$ cat config.mk
export PLATFORM = sky130hd
export DESIGN_NAME = binary_image_writer
export DESIGN_NICKNAME = d
export VERILOG_FILES = /design/src/rtl/image_pkg.sv /design/src/rtl/bit_packer.sv /design/src/rtl/binary_image_writer.sv
export SDC_FILE = /design/constraint.sdc
export NUM_CORES = 1
export LEC_CHECK = 0
export CORE_MARGIN = 3
export CORE_UTILIZATION = 68
export CTS_CLUSTER_DIAMETER = 150
export DETAILED_ROUTE_END_ITERATION = 16
export DONT_BUFFER_PORTS = 1
export PLACE_DENSITY = 0.91
export SLEW_MARGIN = 0
export SYNTH_ARGS = -nofsm -noshare
export SYNTH_HDL_FRONTEND = slang
export SYNTH_SLANG_ARGS = --single-unit
$ cat constraint.sdc
create_clock -name clk -period 7 [get_ports clk]
set_clock_uncertainty 0.05 [all_clocks]
set_input_delay 2.1 -clock clk [delete_from_list [all_inputs] [get_ports clk]]
set_output_delay 2.1 -clock clk [all_outputs]
set_load 0.02 [all_outputs]
$ cat src/rtl/image_pkg.sv
// Shared image geometry and writer state encoding for the binary
// image capture path (writer and pixel_cache address math).
package image_pkg;

    localparam int DEF_IMG_WIDTH  = 640;
    localparam int DEF_IMG_HEIGHT = 480;
    localparam int BYTES_PER_LINE = DEF_IMG_WIDTH / 8;
    localparam int FRAME_BYTES    = BYTES_PER_LINE * DEF_IMG_HEIGHT;

    typedef enum logic {
        IDLE    = 1'b0,
        CAPTURE = 1'b1
    } wr_state_e;

endpackage

$ cat src/rtl/bit_packer.sv
// Assembles 8 serial pixel bits into a byte, first bit in the LSB.
// byte_ready flags the cycle in which the 8th bit is presented.
module bit_packer (
    input  logic       clk,
    input  logic       reset,
    input  logic       pix_bit,
    input  logic       valid,
    input  logic       clear,
    output logic [7:0] byte_data,
    output logic       byte_ready
);

    logic [7:0] sr_q, sr_d;
    logic [2:0] cnt_q, cnt_d;
    logic [2:0] cnt_base;

    always_comb begin
        // clear and valid together: the bit is the first of a new byte
        cnt_base   = clear ? 3'd0 : cnt_q;
        sr_d       = sr_q;
        cnt_d      = cnt_base;
        byte_data  = {pix_bit, sr_q[7:1]};
        byte_ready = valid && (cnt_base == 3'd7);
        if (valid) begin
            sr_d  = {pix_bit, sr_q[7:1]};
            cnt_d = cnt_base + 3'd1;
        end
    end

    always_ff @(posedge clk or posedge reset) begin
        if (reset) begin
            sr_q  <= 8'd0;
            cnt_q <= 3'd0;
        end else begin
            sr_q  <= sr_d;
            cnt_q <= cnt_d;
        end
    end

endmodule

$ cat src/rtl/binary_image_writer.sv
// Packs a thresholded raster pixel stream into bytes and writes them
// to image memory at sequential byte addresses, one frame at a time.
module binary_image_writer
    import image_pkg::*;
#(
    parameter int IMG_WIDTH  = DEF_IMG_WIDTH,
    parameter int IMG_HEIGHT = DEF_IMG_HEIGHT
) (
    input  logic        clk,
    input  logic        reset,
    input  logic        frame_start,
    input  logic        pixel_valid,
    input  logic        pixel_bit,
    input  logic        freeze,
    output logic [7:0]  write_data,
    output logic [15:0] wraddress,
    output logic        write_en,
    output logic        busy,
    output logic        frame_done
);

    localparam logic [15:0] X_LAST = 16'(IMG_WIDTH - 1);
    localparam logic [15:0] Y_LAST = 16'(IMG_HEIGHT - 1);

    wr_state_e   state_q, state_d;
    logic [15:0] x_q, x_d, y_q, y_d, addr_q, addr_d;
    logic [15:0] x_b, y_b, a_b;
    logic [15:0] wraddress_q, wraddress_d;
    logic [7:0]  write_data_q, write_data_d;
    logic        write_en_q, write_en_d;
    logic        frame_done_q, frame_done_d;

    logic        accept;
    logic        pk_ready;
    logic [7:0]  pk_byte;

    bit_packer u_packer (
        .clk        (clk),
        .reset      (reset),
        .pix_bit    (pixel_bit),
        .valid      (accept),
        .clear      (frame_start),
        .byte_data  (pk_byte),
        .byte_ready (pk_ready)
    );

    always_comb begin
        // frame_start overrides the current state, so its pixel is (0,0)
        if (frame_start) accept = pixel_valid && !freeze;
        else             accept = pixel_valid && (state_q == CAPTURE);

        x_b = frame_start ? 16'd0 : x_q;
        y_b = frame_start ? 16'd0 : y_q;
        a_b = frame_start ? 16'd0 : addr_q;

        state_d      = state_q;
        if (frame_start) state_d = freeze ? IDLE : CAPTURE;
        x_d          = x_b;
        y_d          = y_b;
        addr_d       = a_b;
        write_en_d   = 1'b0;
        frame_done_d = 1'b0;
        write_data_d = write_data_q;
        wraddress_d  = wraddress_q;

        if (accept) begin
            if (pk_ready) begin
                write_en_d   = 1'b1;
                write_data_d = pk_byte;
                wraddress_d  = a_b;
                addr_d       = a_b + 16'd1;
            end
            if (x_b == X_LAST) begin
                x_d = 16'd0;
                if (y_b == Y_LAST) begin
                    y_d          = 16'd0;
                    addr_d       = 16'd0;
                    state_d      = IDLE;
                    frame_done_d = 1'b1;
                end else begin
                    y_d = y_b + 16'd1;
                end
            end else begin
                x_d = x_b + 16'd1;
            end
        end
    end

    always_ff @(posedge clk or posedge reset) begin
        if (reset) begin
            state_q      <= IDLE;
            x_q          <= 16'd0;
            y_q          <= 16'd0;
            addr_q       <= 16'd0;
            write_en_q   <= 1'b0;
            frame_done_q <= 1'b0;
            write_data_q <= 8'd0;
            wraddress_q  <= 16'd0;
        end else begin
            state_q      <= state_d;
            x_q          <= x_d;
            y_q          <= y_d;
            addr_q       <= addr_d;
            write_en_q   <= write_en_d;
            frame_done_q <= frame_done_d;
            write_data_q <= write_data_d;
            wraddress_q  <= wraddress_d;
        end
    end

    assign write_en   = write_en_q;
    assign frame_done = frame_done_q;
    assign write_data = write_data_q;
    assign wraddress  = wraddress_q;
    assign busy       = (state_q == CAPTURE);

endmodule

After elaboration in Yosys (flattened, before gate mapping). Index checks and enable logic that the tools add are counted.

Add/sub/neg operators: 4. Reductions and logical operators: 5. Mux-type cells: 25. Equal/unequal tests: 3.

Operators by type and width (number): two-way mux 16 bit (12); adder 16 x 1 -> 16 bit, second input constant (3); == test 16 x 10 -> 1 bit, second input constant (1); == test 16 x 9 -> 1 bit, second input constant (1); two-way mux 1 bit (11); two-way mux 3 bit (2); adder 3 x 1 -> 3 bit, second input constant (1); == test 3 bit, second input constant (1); logical AND 1 bit (3); AND reduction 2 bit (1); logical NOT 1 bit (1).

Register bits: 86. Word-level logic and storage cells: 47. Output and inout bits: 27. Input bits: 6.

Logic depth before layout (Yosys ltp). Gate-level depths: netlist of run 1.

Word-level depth: 8. Gate-level depth with buffers: 14. Depth with buffers taken out: 8.

Modules after synthesis. From an unflattened synthesis of run 1, not the netlist that was laid out.

Cells, all modules: 403. Area, all modules: 4210.3 um2.

By module, submodules not included: binary_image_writer (sequential area each 1876.8 um2, times used 1, area an instance 3746.1 um2, cells an instance 374); bit_packer (sequential area each 250.2 um2, times used 1, area an instance 464.2 um2, cells an instance 29).

Least setup slack after synthesis of run 1. No wires, ideal clock.

Kind: input -> register. From: input port frame_start. To: register addr_q[9]. Slack: 2.421 ns. Library setup time: 0.119 ns. Cell stages on the path: 13. Buffers on the path: 6. Required time: 6.831 ns. Arrival: 4.410 ns. Path through: buf_6 > clkbuf_1 > clkbuf_1 > clkbuf_1 > nor2b_1 > ha_1 > and4b_2 > o2111ai_4 > nor4_4 > or2_0 > buf_4 > buf_6 > nor2_1.

Word-level cells in the longest chain between the ends: 7. Elaborated cells between the ends (all ways): 14. Classes of those cells: add/sub: 1; eq/ne: 3; mux: 9; reduce/logical: 1.

RTL lines: start: declaration (RTL line binary_image_writer.sv:11) `input logic frame_start,`; branches (longest 6 deep; another with adder 16 x 1 -> 16 bit); two-way mux 16 bit * (RTL line binary_image_writer.sv:66) `if (accept) begin`; named net addr_d[9] (RTL line binary_image_writer.sv:26) `logic [15:0] x_q, x_d, y_q, y_d, addr_q, addr_d;`; end signal: assignment (RTL line binary_image_writer.sv:103) `addr_q <= addr_d;`; end: declaration (RTL line binary_image_writer.sv:26).

Mark *: on every way through the listed nets, which the timed path passes. A chain may end at the register's enable or synchronous reset.

Worst setup path in the final report of run 1.
From: input port frame_start. To: register addr_q[12].

Same word-level chain as after synthesis.

==> impl_metrics.toml, run 1 <==
[global_routing]
grt-ovfl-total = 0
antenna_found_initial = 0
grt_max_degree = 67
grt_pass1_vias = 3199
grt_pass1_wl_um = 14800
grt_use_total_pct = 25.6

[power_and_ir_drop]
cellPowerDensity_mw_per_mm2 = 213
p_leak_nw = 1.99
max-vdd-ir-drop_v = 0.000177

[synth]
synth-main-ff-cell = "dfrtp_1"
syn-cell-area_mm2 = 0.00420
synth_area_leaders = "dfrtp_1 (51%), nand2_1 (7.0%), xnor2_1 (5.2%)"
syn_nets = 448
synth_top_area_cell = "dfrtp_1"
synth_seq_area_share_pct = 50.7
yosys_warnings = 0
ys_ff_latch = 85
syn_avg_cell_area_um2 = 9.58
yosysUniqueCellTypes = 48
yosys-top-cells-count = "dfrtp_1 (85), nand2_1 (78), nor2_1 (35)"
synth_most_common_cell = "dfrtp_1"
synth_top_area_share_pct = 50.7
synth_edf_count = 0
postSynth.asyncResetShare_pct = 100
netlist_instances = 438

[worst_setup_path]
slowest_stage = "or2_0"
cp_max_fo = 66
path_delay_family = "simple AND/OR/NAND/NOR gates"
path_class = "input port to flop"
startpoint_type = "input port"
cp.arrival_ps = 4590
slowest_delay_ps = 750
crit_path_end_kind = "flop"
crit_required_ps = 7150
crit_chain = "nor2b_1 > ha_1 > and4b_2 > o2111ai_4 > nor4_4 > or2_0 > nor2_1"
critPathBufInv = 0

[worst_hold_path]
hold_path_class = "flop to flop"

[sta]
finalWorstSetupSlack_ps = 2560
hold_violations = 0
fmax_mhz = 225
period_needed_ps = 4440
period_share_pct = 63.5
grt_setup_unrepaired = "false"
setup_tns_ps = 0
slew_headroom_pct = 26.8
slew_viol_final = 0
tightest_slew_ps = 1100
setup_violations = 0

[placed_design]
hpwl_um = 5700
pre_cts_ws_ps = 2310
place_congestion = 0.909
io_buffers = 0

[clock_tree]
htree_levels = 3
cts_tree = "done"
cts_buffers = 9
clockRootBuffer = "clkbuf_8"
insertion_delay_ps = 360
cts_sinks = 85
cts_setup_buffers = 0
clk_pin_slew_worst_paths_ps = 100
ctsHoldBuffers = 0
post_cts_resized = 0
clockBufferDepth = 2

[floorplanning]
die_h_um = 84.6
initial_core_util_pct = 73.1
dieArea_mm2 = 0.00715
rows = 27
core_region_area_mm2 = 0.00574
fp.dieW_um = 84.6
io_pins = 33

[job]
maxCapViolations = 0

[drt]
wl_per_cell_um = 17.1
post-route-drc-count = 0
drtPass1Iterations = 5
drtAntennaViolNets = 0
wl_um = 8670
via_per_inst = 6.20
dr.first_iter.drc_count = 257
vias = 3150

[layout]
multi_input_area_mm2 = 0.00193
drive_gt1_share_pct = 8.26
syn2layout_area_growth_pct = 5.93
nNetsFinal = 441
antenna_cells = 0
fill_cells = 363
seq_area_mm2 = 0.00213

[run_status]
status = "complete, no violations"
[final cells by class]
cell class	count	share of cell area, %
well taps	72	2.03
clock inverters	6	2.11
multi-input cells	320	43.3
repair buffers	4	0.675
inverters	11	0.957
flip-flops and latches	85	47.8
clock buffers	10	3.10
[state kept, by name (all words and copies together), names as in the netlist]
name / flops
frame_done: 1
write_en: 1
busy: 1
addr_q: 16
x_q: 16
y_q: 16
u_packer.sr_q: 7
u_packer.cnt_q: 3
write_data: 8
wraddress: 16
[worst paths after layout]
check | endpoint | depth (start not counted) | slack (ps) | startpoint
worst min register to register | write_data[0] | 2 | 450 | u_packer.sr_q[1]
worst min-delay path | write_data[0] | 2 | 450 | u_packer.sr_q[1]
max in group asynchronous | wraddress[15] | 2 | 4280 | reset
worst max-delay path | addr_q[12] | 7 | 2560 | frame_start
worst max register to register | addr_q[12] | 7 | 3930 | x_q[0]
min in group asynchronous | write_data[6] | 1 | 1610 | reset
[cells by family after synthesis]
kind of cell / share of synthesized area, %
AND/OR/NAND/NOR: 28.6
XOR/XNOR: 7.93
AO/OA/AOI/OAI: 6.02
multiplexers: 2.12
adder cells (fa/ha/maj): 1.19
buffers and inverters: 3.46
flip-flops: 50.7
[tightest hold or removal path, stage by stage, from the launching register on]
cell and delay (ps):
dfrtp_1 370, nand2_1 60, nand2_1 50
[per-stage QoR]
step | std cells | hold slack (ps) | utilization, % | cell area [um^2] | total power [mW]
after floorplan | 438 | 389 | - | 4200 | 0.556
after global placement | 492 | 402 | 73.4 | 4220 | 0.557
after detailed placement | 492 | 416 | 73.4 | 4220 | 0.561
after CTS | 508 | 449 | 77.4 | 4450 | 0.951
after global routing | 508 | 471 | 77.4 | 4450 | 0.982
final | 508 | 452 | 77.4 | 4450 | 0.949
[power by group]
group | switching [mW] | internal (mW) | total (mW)
clock network | 0.182 | 0.213 | 0.395
logic | 0.0261 | 0.0120 | 0.0381
registers | 0.0115 | 0.504 | 0.516
[layer usage]
layer | part of all wire, % | GRT usage [%] | vias up | routed length (um)
met2 | 50 | 43.9 | 126 | 4370
li1 | - | - | 1468 | -
met4 | 2.5 | 10.2 | 0 | 221
met5 | 0 | 0 | - | 0
met1 | 42 | 31.5 | 1530 | 3600
met3 | 5.5 | 5.59 | 26 | 481
[cell usage in the layout, fill, tap and decap left out, drive strengths merged, types with 6 or more instances in the layout]
master   n
a21oi    8
and4b    6
clkbuf  10
dfrtp   85
inv     11
mux2     7
nand2   78
nand2b  17
nand3   16
nand4   13
nor2    36
nor2b   22
nor3     7
nor4    14
o21ai   16
xnor2   25
xor2    13
Power figures use the tool's default switching activity.
==> inputs of run 2 (changes only) <==
--- a/config.mk
+++ b/config.mk
@@ -6,11 +6,11 @@
 export NUM_CORES = 1
 export LEC_CHECK = 0
 export CORE_MARGIN = 3
-export CORE_UTILIZATION = 68
+export CORE_UTILIZATION = 63
 export CTS_CLUSTER_DIAMETER = 150
 export DETAILED_ROUTE_END_ITERATION = 16
 export DONT_BUFFER_PORTS = 1
-export PLACE_DENSITY = 0.91
+export PLACE_DENSITY = 0.86
 export SLEW_MARGIN = 0
 export SYNTH_ARGS = -nofsm -noshare
 export SYNTH_HDL_FRONTEND = slang
==> constraint.sdc (replaced) <==
create_clock -name clk -period 4.48 [get_ports clk]
set_clock_uncertainty 0.05 [all_clocks]
set_input_delay 1.344 -clock clk [delete_from_list [all_inputs] [get_ports clk]]
set_output_delay 1.344 -clock clk [all_outputs]
set_load 0.02 [all_outputs]
==> impl_metrics.toml, run 2 (synthesis results as in run 1) <==
[floorplanning]
io_pins = 33
die_h_um = 87.6
dieArea_mm2 = 0.00768
fp.dieW_um = 87.6
rows = 29
core_region_area_mm2 = 0.00639
initial_core_util_pct = 65.7

[global_routing]
grt_max_degree = 67
grt-ovfl-total = 0
grt_pass1_vias = 2947
antenna_found_initial = 0
use_met2_pct = 36.6
grt_pass1_wl_um = 13600
top_usage_layer = "met2"
grt_use_met1_pct = 29.4
grt_use_total_pct = 22.5
use_met3_pct = 4.99

[sta]
grt_setup_unrepaired = "false"
fmax_mhz = 303
hold_violations = 0
slew_headroom_pct = 56.5
period_share_pct = 73.6
tightest_slew_ps = 652
slew_viol_final = 0
worst_hold_slack_ps = 435
setup_violations = 0
setup_tns_ps = 0
period_needed_ps = 3300

[layout]
antenna_cells = 0
drive_gt1_share_pct = 8.88
multi_input_area_mm2 = 0.00193
fill_cells = 448
seq_area_mm2 = 0.00213
nNetsFinal = 444
syn2layout_area_growth_pct = 7.15
final_common_cell = "dfrtp_1"
layout_common_cells = "dfrtp_1 (85), nand2_1 (78), nor2_1 (35)"

[worst_setup_path]
reg2reg_to = "addr_q[1]"
timing.rr.start = "x_q[1]"
crit_path_end_kind = "flop"
r2r_cells = 8
startpoint_type = "input port"
path_class = "input port to flop"
cp_max_fo = 66
crit_required_ps = 4680
r2r_setup_slack_ps = 1780
cp.arrival_ps = 3490

[clock_tree]
cts_sinks = 85
cts_tree = "done"
cts_buffers = 9
cts_setup_buffers = 0
clockBufferDepth = 2
clockRootBuffer = "clkbuf_8"
post_cts_resized = 0
htree_levels = 3
clk_pin_slew_worst_paths_ps = 80
insertion_delay_ps = 360
ctsHoldBuffers = 0

[worst_hold_path]
hold_path_depth = 2
whs_endpoint = "write_data[0]"
min_from = "u_packer.sr_q[1]"
hold_path_class = "flop to flop"

[run_status]
status = "complete, no violations"

[power_and_ir_drop]
max-vdd-ir-drop_v = 0.000257
p_leak_nw = 2.02
total_power_mw = 1.54
cellPowerDensity_mw_per_mm2 = 341

[drt]
drtPass1Iterations = 4
post-route-drc-count = 0
vias = 3051
drtAntennaViolNets = 0
wl_per_cell_um = 15.3
via_per_inst = 5.91
wl_um = 7910
dr.first_iter.drc_count = 154

[placed_design]
hpwl_um = 5390
io_buffers = 0
place_congestion = 0.940

[job]
maxCapViolations = 0
-- run 2: power breakdown --
group	internal, mW	switching, mW	leakage [nW]
sequential	0.788	0.0162	1.18
combinational	0.0200	0.0367	0.711
clock	0.392	0.283	0.128
-- run 2: cell type report --
type | instances | share of cell area (%)
sequential | 85 | 47.3
multi-input combinational | 320 | 42.8
clock buffer | 10 | 3.06
clock inverter | 6 | 2.59
tap | 77 | 2.14
timing repair buffer | 7 | 1.17
inverter | 11 | 0.946
-- run 2: worst max path at each step --
stage / from / end / slack (ps) / cells after the start
detailed placement: frame_start / addr_q[7] / 820 / 8
finish: frame_start / addr_q[1] / 1180 / 8
global placement: frame_start / addr_q[1] / 920 / 8
global route: frame_start / addr_q[1] / 990 / 8
floorplan: frame_start / addr_q[9] / 660 / 13
CTS: frame_start / addr_q[1] / 1210 / 8
-- run 2: per-layer routing --
| layer | share of wire [%] | routed length [um] |
|---|---|---|
| met1 | 45 | 3540 |
| met2 | 48 | 3800 |
| met3 | 4.6 | 367 |
| met4 | 2.6 | 203 |
| met5 | 0 | 0 |
-- run 2: critical path: stages --
cell and delay, ps:
nor2b_1 180, ha_1 190, and4b_2 300, o2111ai_4 290, nor4_4 550, or2_0 330
buf_4 230, nor2_1 60
-- run 2: stage by stage --
stage	worst slack (ps)	instance area [um^2]	utilization (%)	std cells
CTS	1210	4500	70.4	516
global route	987	4500	70.4	516
global placement	923	4240	66.5	500
detailed placement	815	4240	66.5	500
floorplan	657	4200	-	438
finish	1180	4500	70.4	516
==> inputs of run 3 (changes only) <==
==> constraint.sdc (replaced) <==
create_clock -name clk -period 3.3 [get_ports clk]
set_clock_uncertainty 0.05 [all_clocks]
set_input_delay 0.99 -clock clk [delete_from_list [all_inputs] [get_ports clk]]
set_output_delay 0.99 -clock clk [all_outputs]
set_load 0.02 [all_outputs]
==> impl_metrics.toml, run 3 (synthesis results as in run 1) <==
[power_and_ir_drop]
p_comb_share_pct = 4.1
p_sw_uw = 437
cellPowerDensity_mw_per_mm2 = 440
max-vdd-ir-drop_v = 0.000318
p_leak_nw = 2.01
clkPwrFrac_pct = 40.7
internal-power_mw = 1.54
p_sw_share_pct = 22.1
seqPwrFrac_pct = 55.2

[layout]
final_common_cell = "dfrtp_1"
drive_gt1_share_pct = 9.07
layout_common_cells = "dfrtp_1 (85), nand2_1 (78), nor2_1 (35)"
syn2layout_area_growth_pct = 7.03
seq_area_mm2 = 0.00213
antenna_cells = 0
fill_cells = 469
multi_input_area_mm2 = 0.00193
nNetsFinal = 447

[worst_hold_path]
hold_path_class = "flop to flop"
hold_path_depth = 2

[clock_tree]
clockRootBuffer = "clkbuf_8"
insertion_delay_ps = 360
cts_tree = "done"
clockBufferDepth = 2
cts_sinks = 85
htree_levels = 3
cts_setup_buffers = 0
clk_pin_slew_worst_paths_ps = 90
ctsHoldBuffers = 0
post_cts_resized = 0
cts_buffers = 9

[drt]
wl_per_cell_um = 15.7
wl_um = 8160
dr.first_iter.drc_count = 176
drtAntennaViolNets = 0
post-route-drc-count = 0
drtPass1Iterations = 4
vias = 3051
via_per_inst = 5.89

[sta]
setup_violations = 0
worst_hold_slack_ps = 442
hold_violations = 0
fmax_mhz = 381
tightest_slew_ps = 695
slew_viol_final = 0
setup_tns_ps = 0
period_share_pct = 79.5
period_needed_ps = 2630
slew_headroom_pct = 53.4
grt_setup_unrepaired = "false"

[placed_design]
io_buffers = 0
hpwl_um = 5400
place_congestion = 0.917

[global_routing]
grt_pass1_vias = 2963
antenna_found_initial = 0
grt_pass1_wl_um = 14100
grt_use_total_pct = 23.4
grt_max_degree = 67
grt-ovfl-total = 0

[worst_setup_path]
path_class = "input port to flop"
crit_path_end_kind = "flop"
crit_required_ps = 3510
r2r_cells = 6
cp.arrival_ps = 2830
cp_max_fo = 66
startpoint_type = "input port"

[floorplanning]
initial_core_util_pct = 65.7
dieArea_mm2 = 0.00768
die_h_um = 87.6
rows = 29
core_region_area_mm2 = 0.00639
io_pins = 33
fp.dieW_um = 87.6

[job]
maxCapViolations = 0

[run_status]
status = "complete, no violations"
-- run 3: cell count changes in the layout (fill, tap and decap cells not counted), sizes merged --
cell,change
inv,-3
bufinv,-1
buf,+3
clkinvlp,+1
clkinv,+1
clkbuf,+1
-- run 3: layout make-up --
cell class	count	share of cell area, %
Inverter	11	0.947
Sequential cell	85	47.3
Timing Repair Buffer	10	1.95
Multi-Input combinational cell	320	42.9
Clock inverter	4	1.62
Tap cell	77	2.14
Clock buffer	11	3.15
-- run 3: layer usage --
layer  vias to the layer above  wire length (um)  GRT usage [%]
met1                      1477              3710           31.1
met5                         -                 0              0
met4                         0               144           9.48
li1                       1481                 -              -
met3                        14               342           4.99
met2                        79              3960           37.3
-- run 3: worst max-delay path, stage by stage --
cell       delay (ps)
nor2b_1           180
ha_1              200
and4b_2           310
o2111ai_4         220
buf_4             240
nor2_2            120
buf_4             190
a21oi_1            80
a311oi_1          270
-- run 3: power groups by stage --
stage	sequential, mW	clock, mW	combinational [mW]
2_1_floorplan	1.11	0	0.0750
6_report	1.09	0.804	0.0819
3_5_place_dp	1.11	0	0.0834
5_1_grt	1.10	0.865	0.0920
4_1_cts	1.09	0.820	0.0838
3_3_place_gp	1.11	0	0.0768
-- run 3: path summary, 6_finish.rpt --
kind,start,to,slack (ps)
max in group asynchronous,reset,x_q[7],2080
min,u_packer.sr_q[1],write_data[0],440
max reg2reg,busy,addr_q[4],850
min reg2reg,u_packer.sr_q[1],write_data[0],440
max,frame_start,y_q[3],670
min in group asynchronous,reset,addr_q[13],450
-- run 3: through the flow --
step / instance area [um^2] / cells / utilization [%] / worst slack (ps) / total power [mW]
2_1_floorplan: 4220 / 438 / - / 7.92 / 1.18
3_3_place_gp: 4280 / 503 / 67.0 / 476 / 1.19
3_5_place_dp: 4280 / 503 / 67.0 / 362 / 1.20
4_1_cts: 4490 / 518 / 70.4 / 746 / 2.00
5_1_grt: 4490 / 518 / 70.4 / 570 / 2.05
6_report: 4490 / 518 / 70.4 / 675 / 1.98
